==> src/rtl/pipe_pkg.sv <==
// Shared definitions for the elastic inter-stage pipeline register.
// Control field layout, ID/EX payload offsets and a width helper.
package pipe_pkg;

  localparam int EX_W   = 4;
  localparam int MEM_W  = 2;
  localparam int WB_W   = 2;
  localparam int EX_LSB  = 0;
  localparam int MEM_LSB = EX_LSB + EX_W;
  localparam int WB_LSB  = MEM_LSB + MEM_W;
  localparam int CTRL_W_DEF = WB_LSB + WB_W;

  localparam int PC_LSB     = 0;
  localparam int RS_D_LSB   = 32;
  localparam int RT_D_LSB   = 64;
  localparam int SEIMM_LSB  = 96;
  localparam int RS_A_LSB   = 112;
  localparam int RT_A_LSB   = 117;
  localparam int RD_A_LSB   = 122;
  localparam int DATA_W_DEF = 128;

  function automatic int clog2(input int n);
    int r;
    r = 0;
    for (int v = n - 1; v > 0; v = v >> 1)
      r++;
    return r;
  endfunction

endpackage

==> src/rtl/pipe_stage_elastic_if.sv <==
// Valid/ready bundle carrying one control field and one payload.
// master drives valid/ctrl/data; slave drives ready.
interface pipe_stage_elastic_if #(
  parameter int CTRL_W = 8,
  parameter int DATA_W = 128
);

  logic              valid;
  logic              ready;
  logic [CTRL_W-1:0] ctrl;
  logic [DATA_W-1:0] data;

  modport master (
    output valid,
    output ctrl,
    output data,
    input  ready
  );

  modport slave (
    input  valid,
    input  ctrl,
    input  data,
    output ready
  );

endinterface

==> src/rtl/pipe_slot.sv <==
// One pipeline slot: valid, control and payload registers.
// Control is forced to zero whenever the slot holds no instruction.
module pipe_slot #(
  parameter int CTRL_W = 8,
  parameter int DATA_W = 128
) (
  input  logic              clk,
  input  logic              rst,
  input  logic              load,
  input  logic              clear,
  input  logic              src_valid,
  input  logic [CTRL_W-1:0] src_ctrl,
  input  logic [DATA_W-1:0] src_data,
  output logic              valid,
  output logic [CTRL_W-1:0] ctrl,
  output logic [DATA_W-1:0] data
);

  always_ff @(posedge clk or posedge rst) begin
    if (rst) begin
      valid <= 1'b0;
      ctrl  <= '0;
      data  <= '0;
    end else if (clear) begin
      // payload is left as-is on a squash
      valid <= 1'b0;
      ctrl  <= '0;
    end else if (load) begin
      valid <= src_valid;
      ctrl  <= src_valid ? src_ctrl : '0;
      data  <= src_data;
    end
  end

endmodule

==> src/rtl/pipe_stage_elastic.sv <==
// Elastic DEPTH-slot pipeline register with bubble collapsing,
// global freeze and synchronous squash.
module pipe_stage_elastic
  import pipe_pkg::*;
#(
  parameter int CTRL_W = CTRL_W_DEF,
  parameter int DATA_W = DATA_W_DEF,
  parameter int DEPTH  = 1,
  localparam int CNT_W = clog2(DEPTH + 1)
) (
  input  logic              clk,
  input  logic              rst,
  input  logic              stall_i,
  input  logic              flush_i,
  pipe_stage_elastic_if.slave  up,
  pipe_stage_elastic_if.master dn,
  output logic [CNT_W-1:0]  count
);

  logic [DEPTH:0]    adv;
  logic [DEPTH-1:0]  v;
  logic [CTRL_W-1:0] c [DEPTH];
  logic [DATA_W-1:0] d [DEPTH];
  logic              go;
  logic              in_xfer;
  logic              out_xfer;

  assign go       = !stall_i && !flush_i;
  assign adv[DEPTH] = dn.ready;
  assign up.ready = adv[0] && go;
  assign in_xfer  = up.valid && up.ready;
  assign out_xfer = dn.valid && dn.ready && go;

  assign dn.valid = v[DEPTH-1];
  assign dn.ctrl  = c[DEPTH-1];
  assign dn.data  = d[DEPTH-1];

  for (genvar k = 0; k < DEPTH; k++) begin : g_slot
    logic              s_valid;
    logic [CTRL_W-1:0] s_ctrl;
    logic [DATA_W-1:0] s_data;

    // empty slots always advance, so bubbles collapse
    assign adv[k] = !v[k] || adv[k+1];

    if (k == 0) begin : g_head
      assign s_valid = in_xfer;
      assign s_ctrl  = up.ctrl;
      assign s_data  = up.data;
    end else begin : g_body
      assign s_valid = v[k-1];
      assign s_ctrl  = c[k-1];
      assign s_data  = d[k-1];
    end

    pipe_slot #(
      .CTRL_W(CTRL_W),
      .DATA_W(DATA_W)
    ) u_slot (
      .clk      (clk),
      .rst      (rst),
      .load     (adv[k] && go),
      .clear    (flush_i),
      .src_valid(s_valid),
      .src_ctrl (s_ctrl),
      .src_data (s_data),
      .valid    (v[k]),
      .ctrl     (c[k]),
      .data     (d[k])
    );
  end

  always_ff @(posedge clk or posedge rst) begin
    if (rst) begin
      count <= '0;
    end else if (flush_i) begin
      count <= '0;
    end else if (in_xfer && !out_xfer) begin
      count <= count + CNT_W'(1);
    end else if (!in_xfer && out_xfer) begin
      count <= count - CNT_W'(1);
    end
  end

endmodule
==> src/flat_wrapper.sv <==
// flat-port wrapper written by rule: the top's interface ports become plain ports
module pipe_stage_elastic_flat import pipe_pkg::*;
#(
  parameter int CTRL_W = CTRL_W_DEF,
  parameter int DATA_W = DATA_W_DEF,
  parameter int DEPTH  = 1,
  localparam int CNT_W = clog2(DEPTH + 1)
)
  (clk, rst, stall_i, flush_i, count, up_valid, up_ctrl, up_data, up_ready, dn_valid, dn_ctrl, dn_data, dn_ready);
  pipe_stage_elastic_if #(.CTRL_W(CTRL_W), .DATA_W(DATA_W)) up_i ();
  pipe_stage_elastic_if #(.CTRL_W(CTRL_W), .DATA_W(DATA_W)) dn_i ();
  input  logic clk;
  input  logic rst;
  input  logic stall_i;
  input  logic flush_i;
  output logic [CNT_W-1:0] count;
  input wire logic [$bits(up_i.valid)-1:0] up_valid;
  input wire logic [$bits(up_i.ctrl)-1:0] up_ctrl;
  input wire logic [$bits(up_i.data)-1:0] up_data;
  output wire logic [$bits(up_i.ready)-1:0] up_ready;
  output wire logic [$bits(dn_i.valid)-1:0] dn_valid;
  output wire logic [$bits(dn_i.ctrl)-1:0] dn_ctrl;
  output wire logic [$bits(dn_i.data)-1:0] dn_data;
  input wire logic [$bits(dn_i.ready)-1:0] dn_ready;
  assign up_i.valid = up_valid;
  assign up_i.ctrl = up_ctrl;
  assign up_i.data = up_data;
  assign up_ready = up_i.ready;
  assign dn_valid = dn_i.valid;
  assign dn_ctrl = dn_i.ctrl;
  assign dn_data = dn_i.data;
  assign dn_i.ready = dn_ready;
  pipe_stage_elastic #(.CTRL_W(CTRL_W), .DATA_W(DATA_W), .DEPTH(DEPTH)) u_core (.clk(clk), .rst(rst), .stall_i(stall_i), .flush_i(flush_i), .up(up_i), .dn(dn_i), .count(count));
endmodule
==> config.mk <==
export PLATFORM = sky130hd
export DESIGN_NAME = pipe_stage_elastic_flat
export DESIGN_NICKNAME = d
export VERILOG_FILES = /design/src/rtl/pipe_pkg.sv /design/src/rtl/pipe_stage_elastic_if.sv /design/src/rtl/pipe_slot.sv /design/src/rtl/pipe_stage_elastic.sv /design/src/flat_wrapper.sv
export SDC_FILE = /design/constraint.sdc
export NUM_CORES = 1
export LEC_CHECK = 0
export ABC_AREA = 1
export CAP_MARGIN = 20
export CELL_PAD_IN_SITES_DETAIL_PLACEMENT = 1
export CELL_PAD_IN_SITES_GLOBAL_PLACEMENT = 1
export CORE_MARGIN = 2
export CORE_UTILIZATION = 25
export CTS_BUF_LIST = sky130_fd_sc_hd__clkbuf_8
export DETAILED_ROUTE_END_ITERATION = 10
export HOLD_SLACK_MARGIN = 0.15
export PLACE_DENSITY = 0.78
export SLEW_MARGIN = 40
export SYNTH_ARGS = -nofsm -noshare
export SYNTH_HDL_FRONTEND = slang
export SYNTH_SLANG_ARGS = --single-unit
==> constraint.sdc <==
create_clock -name clk -period 10.1 [get_ports clk]
set_input_delay 1.515 -clock clk [delete_from_list [all_inputs] [get_ports clk]]
set_output_delay 1.515 -clock clk [all_outputs]
set_load 0.01 [all_outputs]
# [Yosys cells after proc, flatten, opt, wreduce, memory -nomap -nowiden]
# Index checks and enable logic that the tools add are counted.
# W data, S select, Z words.
[op_classes] add_sub_neg=2 bitwise_logic=1 mux=8 reduce_logical=16
[ops] operator="$mux W8" n=3
[ops] operator="$logic_and A1 B1 Y1" n=7
[ops] operator="$logic_not A1 Y1" n=5
[ops] operator="$mux W1" n=5
[ops] operator="$reduce_bool A3 Y1" n=1
[ops] operator="$reduce_and A2 Y1" n=1
[ops] operator="$reduce_bool A2 Y1" n=1
[ops] operator="$add A1 B1 Y1 const B" n=1
[ops] operator="$logic_or A1 B1 Y1" n=1
[ops] operator="$not A1 Y1" n=1
[ops] operator="$sub A1 B1 Y1 const B" n=1
[totals] out_inout_bits=139 reg_bits=138 elab_cells=31 inputBits=142

# [Logic depth before layout (Yosys ltp)]
# Gate-level depths: netlist of run 1.
[logic_depth] ltp_word=9 mapped_depth=8 depth_no_buf=7

# [Modules after synthesis]
# Synthesis of run 1 repeated with hierarchy kept, for this count alone.
[hier_totals] cells_unflattened=603 hier_area_um2=5358.9
[by_module_without_submodules] mod="pipe_slot" seq_area_each_um2=3428.3 n_inst=1 cells_each=584 area_each_um2=5233.8
[by_module_without_submodules] mod="pipe_stage_elastic" seq_area_each_um2=25.0 n_inst=1 cells_each=19 area_each_um2=125.1

# [Worst setup path before layout of run 1]
# Ideal clock, no wire load.
[synth_path] path_kind="input to output" start="input port flush_i" end="output port up_ready" path_slack_ps=6616 path_buffers=1 t_required_ps=8585 arrival_ps=1969 path_stages=4 cell_sequence="nor2_4 nand2_1 inv_2 buf_2"
[synth_via] elab_chain_len=3
[synth_lines] element="start, declared" line_no="flat_wrapper.sv:15" text="input logic flush_i;"
[synth_lines] element="$logic_not A1 Y1" line_no="pipe_stage_elastic.sv:28" text="assign go = !stall_i && !flush_i;"
[synth_lines] element="$logic_and A1 B1 Y1" line_no="pipe_stage_elastic.sv:28"
[synth_lines] element="$logic_and A1 B1 Y1" line_no="pipe_stage_elastic.sv:30" text="assign up.ready = adv[0] && go;"
[synth_lines] element="end, declared" line_no="flat_wrapper.sv:20" text="output wire logic [$bits(up_i.ready)-1:0] up_ready;"
# No other way between the ends.

# [Final worst setup path of run 1]
# Ends and elaborated chain as after synthesis.

==> summary.txt, run 1 <==
metal2 WL: 8099 um
H-tree levels: 4
relative slew slack: 45.88%
TNS Setup: 0 ns
WP data arrival: 3.98 ns
# diodes: 0
CP startpoint kind: input pin
Slew Viols, Final: 0
chip height: 150.1 um
# clock sinks: 138
half-perimeter wire length after placement: 12260 um
WS Path Type: input pin to output port
initial drt markers: 149
Net Switching: 432.9 uW
row count: 53
Post-CTS Setup Inserts: 0
met1 wire length: 7347 um
Setup Viol. Count Final: 0
Internal Power: 1115 uW
Placer Congestion: 0.7160
uppermost layer routed: met4
first-pass iteration count of the detailed router: 4
sequential area share after synthesis: 64.76%
Clock Skews: 0.009864 ns
total clock buffers created by CTS: 17
cell mode on critical path: clkdlybuf4s50_1
Filler Cell Count: 2437
Core Area: 20960 um^2
synth warn: 0
Sw Ratio: 27.96%
Initial Util: 25.45%
required time worst endpoint: 8.59 ns
number of port buffers: 280
worst path cell trace: clkdlybuf4s50_1 -> nor2_4 -> nand2_4 -> inv_4 -> clkdlybuf4s50_1
CP Max Fanout: 65
layout net count: 1010
Post-Synthesis Cells: 597
Max VDD drop: 91.80 uV
Util after Layout: 41.63%
met3 wire length: 1793 um
most frequent cells in the layout: nand2_1, clkdlybuf4s50_1, dfrtp_1, clkbuf_8, nand3_1
vias in the first global route: 5161
Tmin final: 5.497 ns
CTS resizes: 0
Root Driver: clkbuf_8
combinational share of power: 23.7%
pin count of the biggest net entering global routing: 75
Pwr Density: 177.5 nW/um^2
leakage power: 0.004217 uW
RSZ-0062 raised after global routing: no
via/cell ratio: 4.250
CTS Hold Bufs: 0
Reg2Reg Setup Slack: 7.32 ns
Die W: 150.1 um
hold_ws: 0.4806 ns
first-pass GRT wire length: 26900 um
antenna violations before repair: 0
Final Worst Setup Slack: 4.603 ns
crit path capture type: output port
Clock Path Buffers: 2
Tcrit/Tclk final: 54.42%
remaining antenna violation count: 0
CP max-delay cell: inv_4
area delta synth->final: 63.59%
layout cells sized above 1: 4.200%
total track usage: 15.44%
detailed-route via count: 4913
CTS tree: done
Hold Path Class: flop to flop
Yosys reg bits: 138
net count after synthesis: 739
CTS clock-pin slew for the worst setup and hold paths: 0.08 ns
Residual DRC: 0
I/O pins: 281
Reg power frac: 43.4%
die area: 22520 um^2
most common cell after layout, fill and taps aside: nand2_1
MaxCap Viol Count: 0
pre-CTS setup slack: 4.560 ns
final WL: 17440 um
Routed WL per cell: 15.08 um
status: finished clean
count of cell types in the netlist: 14
Final Hold Viols: 0
Remaining Overflow, GRT: 0
Syn Std Cell Area: 5333 um^2
Post-Syn Area per Cell: 8.932 um^2
Clk pwr share: 32.9%
Fmax: 0.1819 GHz
worst-margin pin slew: 0.8117 ns
worst skew pair latency: 0.43 ns
largest stage delay on the critical path: 0.68 ns
## layout make-up
class	instances	area, um^2	area share (%)
clock buffer	18	247.7	2.840
clock inverter	14	193.9	2.223
timing repair buffer	283	2829	32.43
multi-input combinational	421	1622	18.59
inverter	7	33.78	0.3873
sequential	138	3453	39.59
tap	275	344.1	3.944
## routing by layer
| metal | global-route usage, % | vias to the layer above |
|---|---|---|
| li1 | - | 2340 |
| met1 | 18.17 | 2357 |
| met2 | 25.43 | 204 |
| met3 | 6.829 | 12 |
| met4 | 4.623 | 0 |
| met5 | 0 | - |
## synth_stat cells, drive strengths merged
cell | instances | area, um^2
nor2 | 2 | 15.01
buf | 29 | 231.5
clkinv | 1 | 3.750
dfrtp | 138 | 3453
a21oi | 1 | 5.000
clkbuf | 2 | 7.510
inv | 6 | 22.52
nand2 | 398 | 1494
nand3 | 12 | 60.06
o21ai | 8 | 40.04
## power by group through the flow
| stage | clock, uW | combinational, uW | sequential [uW] |
|---|---|---|---|
| floorplan | 0 | 95.7 | 715 |
| global placement | 0 | 368 | 679 |
| detailed placement | 0 | 374 | 682 |
| CTS | 532 | 376 | 672 |
| global route | 554 | 404 | 680 |
| finish | 509 | 368 | 671 |
## metrics by stage
stage	instance area, um^2	instances	total power, uW
global route	8723	1156	1638
finish	8723	1156	1548
global placement	8278	1124	1046
detailed placement	8282	1124	1056
CTS	8723	1156	1580
floorplan	5333	597	810.3
## sequential cells by signal, summed over array words and instances, names as in the netlist
signal and count:
u_core.g_slot.u_slot.ctrl 8, u_core.g_slot.u_slot.data 128, u_core.count 1, u_core.g_slot.u_slot.valid 1
## worst paths after layout
kind / end / cells after the start / startpoint
max: up_ready / 5 / flush_i
min: u_core.g_slot[0].u_slot.data[85] / 2 / u_core.g_slot[0].u_slot.data[85]
max reg2reg: u_core.g_slot[0].u_slot.data[12] / 6 / u_core.g_slot[0].u_slot.valid
min reg2reg: u_core.g_slot[0].u_slot.data[85] / 2 / u_core.g_slot[0].u_slot.data[85]
max in group asynchronous: u_core.g_slot[0].u_slot.data[116] / 3 / rst
min in group asynchronous: u_core.g_slot[0].u_slot.data[72] / 2 / rst
## kinds of logic after synthesis
logic type	share of synthesized area [%]
flip-flops	64.76
buffers and inverters	4.974
AND/OR/NAND/NOR	29.42
AO/OA/AOI/OAI	0.8446
## critical path, delay by kind of cell
kind                   cells  cell delay [ns]
buffers and inverters      3             1.82
AND/OR/NAND/NOR            2             0.57
(Power assumes the default switching activity.)
==> run 2: changes to the inputs <==
==> constraint.sdc (replaced) <==
create_clock -name clk -period 5.1 [get_ports clk]
set_input_delay 0.765 -clock clk [delete_from_list [all_inputs] [get_ports clk]]
set_output_delay 0.765 -clock clk [all_outputs]
set_load 0.01 [all_outputs]
==> summary.txt, run 2 (synthesized netlist as in run 1, its figures left out) <==
Finished Layout Cells: 1160
reg2reg path depth: 5
area delta synth->final: 63.84%
final instance area: 8737 um^2
status: finished clean
WS Path Type: input pin to output port
via/cell ratio: 4.201
layout cells sized above 1: 4.746%
most common cell after layout, fill and taps aside: nand2_1
Setup Viol. Count Final: 0
total track usage: 15.96%
largest registers: u_core.g_slot.u_slot.data: 128 flops, u_core.g_slot.u_slot.ctrl: 8 flops
die area: 22520 um^2
Inst Count DP: 1127
detailed-route via count: 4873
remaining antenna violation count: 0
Slew Viols, Final: 0
max reg flops: 128
TNS Setup: 0 ns
I/O pins: 281
CP startpoint kind: input pin
relative slew slack: 50.63%
Tmin final: 2.999 ns
Reg2Reg Setup Slack: 3.28 ns
Clock Skews: 0.01029 ns
Fmax: 0.3334 GHz
Post-CTS Setup Inserts: 0
required time worst endpoint: 4.34 ns
register area: 3453 um^2
most frequent cells in the layout: nand2_1, clkdlybuf4s50_1, dfrtp_1, clkbuf_8, nand3_1
leakage power: 0.004222 uW
Filler Cell Count: 2423
Clock Path Buffers: 2
dpl cell area: 8313 um^2
# diodes: 0
Hold Startpoint: u_core.g_slot[0].u_slot.data[87]
Remaining Overflow, GRT: 0
worst skew pair latency: 0.43 ns
Root Driver: clkbuf_8
CP Max Fanout: 16
CTS clock-pin slew for the worst setup and hold paths: 0.08 ns
Pwr Density: 341.2 nW/um^2
WP data arrival: 2.23 ns
Core Area: 20960 um^2
total clock buffers created by CTS: 17
Hold Path Class: flop to flop
hold path endpoint: u_core.g_slot[0].u_slot.data[87]
worst-margin pin slew: 0.7406 ns
Die W: 150.1 um
reg-to-reg critical path endpoint: u_core.g_slot[0].u_slot.data[46]
r2r startpoint: u_core.g_slot[0].u_slot.valid
half-perimeter wire length after placement: 12860 um
pin count of the biggest net entering global routing: 71
Residual DRC: 0
Max VDD drop: 156.8 uV
CTS tree: done
crit path capture type: output port
layout net count: 1014
CTS Hold Bufs: 0
chip height: 150.1 um
initial drt markers: 109
Initial Util: 25.45%
worst hold path depth: 2
Final Hold Viols: 0
antenna violations before repair: 0
final WL: 17940 um
Multi-input gate area: 1622 um^2
Tcrit/Tclk final: 58.81%
vias in the first global route: 5217
row count: 53
first-pass GRT wire length: 27770 um
Largest Register: u_core.g_slot.u_slot.data
Placer Congestion: 0.7356
MaxCap Viol Count: 0
CTS resizes: 0
number of port buffers: 280
RSZ-0062 raised after global routing: no
# clock sinks: 138
overall power: 2981 uW
Routed WL per cell: 15.46 um
H-tree levels: 4
hold_ws: 0.4792 ns
first-pass iteration count of the detailed router: 4
run 2: metal layers:
metal / vias to the layer above / track usage, % / share of wire (%)
li1: 2344 / - / -
met1: 2319 / 19.44 / 42
met2: 196 / 25.96 / 46
met3: 14 / 6.829 / 10
met4: 0 / 4.198 / 1.1
met5: - / 0 / 0
run 2: how the worst max path moves through the flow:
| stage | slack [ns] | endpoint | start | cells after the start |
|---|---|---|---|---|
| CTS | 1.68 | up_ready | flush_i | 5 |
| global route | 2.04 | up_ready | flush_i | 5 |
| detailed placement | 1.69 | up_ready | flush_i | 5 |
| finish | 2.10 | up_ready | flush_i | 5 |
| global placement | 1.71 | up_ready | flush_i | 5 |
| floorplan | 0.64 | u_core.count | rst | 1 |
run 2: critical path: stages:
cell and delay [ns]:
clkdlybuf4s50_1 0.46, nor2_4 0.19, nand2_4 0.19, inv_4 0.10, clkdlybuf4s50_1 0.53
run 2: final cells by class:
class | instances | share of cell area, %
clock buffer | 19 | 2.993
inverter | 7 | 0.3867
sequential | 138 | 39.52
timing repair buffer | 287 | 32.97
tap | 275 | 3.938
multi-input combinational | 421 | 18.56
clock inverter | 13 | 1.633
run 2: stage by stage:
stage          util (%)  worst slack [ns]
2_1_floorplan         -            0.6388
3_3_place_gp      39.57             1.713
3_5_place_dp      39.67             1.693
4_1_cts           41.60             1.684
5_1_grt           41.69             2.044
6_report          41.69             2.101
run 2: where the power goes:
group	switching, uW	internal, uW
registers	84.8	1240
clock network	452	464
logic	317	419
total	854	2130
==> run 3: changes to the inputs <==
--- a/config.mk
+++ b/config.mk
@@ -14,7 +14,7 @@
 export CTS_BUF_LIST = sky130_fd_sc_hd__clkbuf_8
 export DETAILED_ROUTE_END_ITERATION = 10
 export HOLD_SLACK_MARGIN = 0.15
-export PLACE_DENSITY = 0.78
+export PLACE_DENSITY = 0.81
 export SLEW_MARGIN = 40
 export SYNTH_ARGS = -nofsm -noshare
 export SYNTH_HDL_FRONTEND = slang
==> constraint.sdc (replaced) <==
create_clock -name clk -period 2.46 [get_ports clk]
set_input_delay 0.369 -clock clk [delete_from_list [all_inputs] [get_ports clk]]
set_output_delay 0.369 -clock clk [all_outputs]
set_load 0.01 [all_outputs]
==> summary.txt, run 3 (synthesized netlist as in run 1, its figures left out) <==
status: finished clean
Slew Viols, Final: 0
Filler Cell Count: 2413
antenna violations before repair: 0
Pwr Density: 722.9 nW/um^2
WS Path Type: input pin to output port
worst skew pair latency: 0.43 ns
Post-CTS Setup Inserts: 0
remaining antenna violation count: 0
detailed-route via count: 4871
most frequent cells in the layout: nand2_1, clkdlybuf4s50_1, dfrtp_1, clkbuf_8, nand3_1
relative slew slack: 48.65%
CP Max Fanout: 4
MaxCap Viol Count: 0
Clock Path Buffers: 2
most common cell after layout, fill and taps aside: nand2_1
Util after Layout: 41.84%
area delta synth->final: 64.41%
Max VDD drop: 370.8 uV
Tcrit/Tclk final: 84.96%
worst-margin pin slew: 0.7702 ns
via/cell ratio: 4.210
H-tree levels: 4
Clock Skews: 0.01221 ns
number of port buffers: 280
total clock buffers created by CTS: 17
Final Hold Viols: 0
Core Area: 20960 um^2
Placer Congestion: 0.7418
Root Driver: clkbuf_8
Routed WL per cell: 14.95 um
Tmin final: 2.090 ns
chip height: 150.1 um
Largest Register: u_core.g_slot.u_slot.data
pin count of the biggest net entering global routing: 138
final instance area: 8767 um^2
final WL: 17300 um
first-pass iteration count of the detailed router: 4
WP data arrival: 1.72 ns
layout cells sized above 1: 4.308%
required time worst endpoint: 2.09 ns
largest registers: u_core.g_slot.u_slot.data: 128 flops, u_core.g_slot.u_slot.ctrl: 8 flops
layout net count: 1011
Residual DRC: 0
vias in the first global route: 5086
Initial Util: 25.45%
Fmax: 0.4784 GHz
CTS tree: done
CP startpoint kind: input pin
# diodes: 0
CTS clock-pin slew for the worst setup and hold paths: 0.08 ns
Remaining Overflow, GRT: 0
# clock sinks: 138
dpl cell area: 8334 um^2
Die W: 150.1 um
initial drt markers: 102
first-pass GRT wire length: 26940 um
crit path capture type: output port
row count: 53
TNS Setup: 0 ns
CTS Hold Bufs: 0
I/O pins: 281
max reg flops: 128
half-perimeter wire length after placement: 11890 um
RSZ-0062 raised after global routing: no
total track usage: 15.39%
Hold Path Class: input pin to async pin
leakage power: 0.004231 uW
CTS resizes: 0
Setup Viol. Count Final: 0
die area: 22520 um^2
==> run 3: changes by cell type in the layout (fill, tap and decap cells not counted) <==
| cell | change |
|---|---|
| buf_12 | +2 |
| buf_4 | -5 |
| bufinv_16 | +2 |
| clkbuf_8 | -2 |
| inv_1 | +1 |
| inv_6 | -1 |
==> run 3: final cells by class <==
cell class	count	area, um^2	share of cell area (%)
inverters	7	32.53	0.3711
flip-flops and latches	138	3453	39.39
repair buffers	284	2883	32.88
multi-input cells	421	1622	18.50
well taps	275	344.1	3.925
clock inverters	15	198.9	2.269
clock buffers	17	234.0	2.669
==> run 3: critical path: stages <==
cell and delay [ns]:
clkdlybuf4s50_1 0.46, nor2_4 0.19, nand2_4 0.09, inv_4 0.07
clkdlybuf4s50_1 0.53
==> run 3: per-layer routing <==
metal	routed length (um)	track usage, %
met1	7193	18.61
met2	7979	24.77
met3	1904	6.616
met4	220	4.858
met5	0	0
==> run 3: where the power goes <==
part / switching [uW] / leakage, uW / internal, uW
clock: 954 / 0.000216 / 1110
sequential: 172 / 0.00172 / 2580
combinational: 654 / 0.00229 / 870
total: 1780 / 0.00423 / 4560
==> run 3: through the flow <==
step           instances  power (uW)  worst slack [ns]  hold WS (ns)
4_1_cts             1157        6469            0.3486        0.3984
3_5_place_dp        1125        4347            0.3711        0.4639
2_1_floorplan        597        3327            0.3699        0.4786
6_report            1157        6338            0.3699        0.4132
5_1_grt             1157        6723            0.2832        0.4016
3_3_place_gp        1125        4301            0.3883        0.4604
==> run 3: final timing paths <==
kind                                                    endpoint  cells after the start                              from  slack [ns]
worst max-delay path                                    up_ready                      5                           flush_i        0.37
worst min-delay path             u_core.g_slot[0].u_slot.data[4]                      3                               rst        0.41
worst max register to register   u_core.g_slot[0].u_slot.ctrl[3]                      5     u_core.g_slot[0].u_slot.valid        0.85
worst min register to register  u_core.g_slot[0].u_slot.data[96]                      2  u_core.g_slot[0].u_slot.data[96]        0.48
max in group asynchronous        u_core.g_slot[0].u_slot.data[9]                      3                               rst        1.59
min in group clk                u_core.g_slot[0].u_slot.data[86]                      3                       up_data[86]        0.46
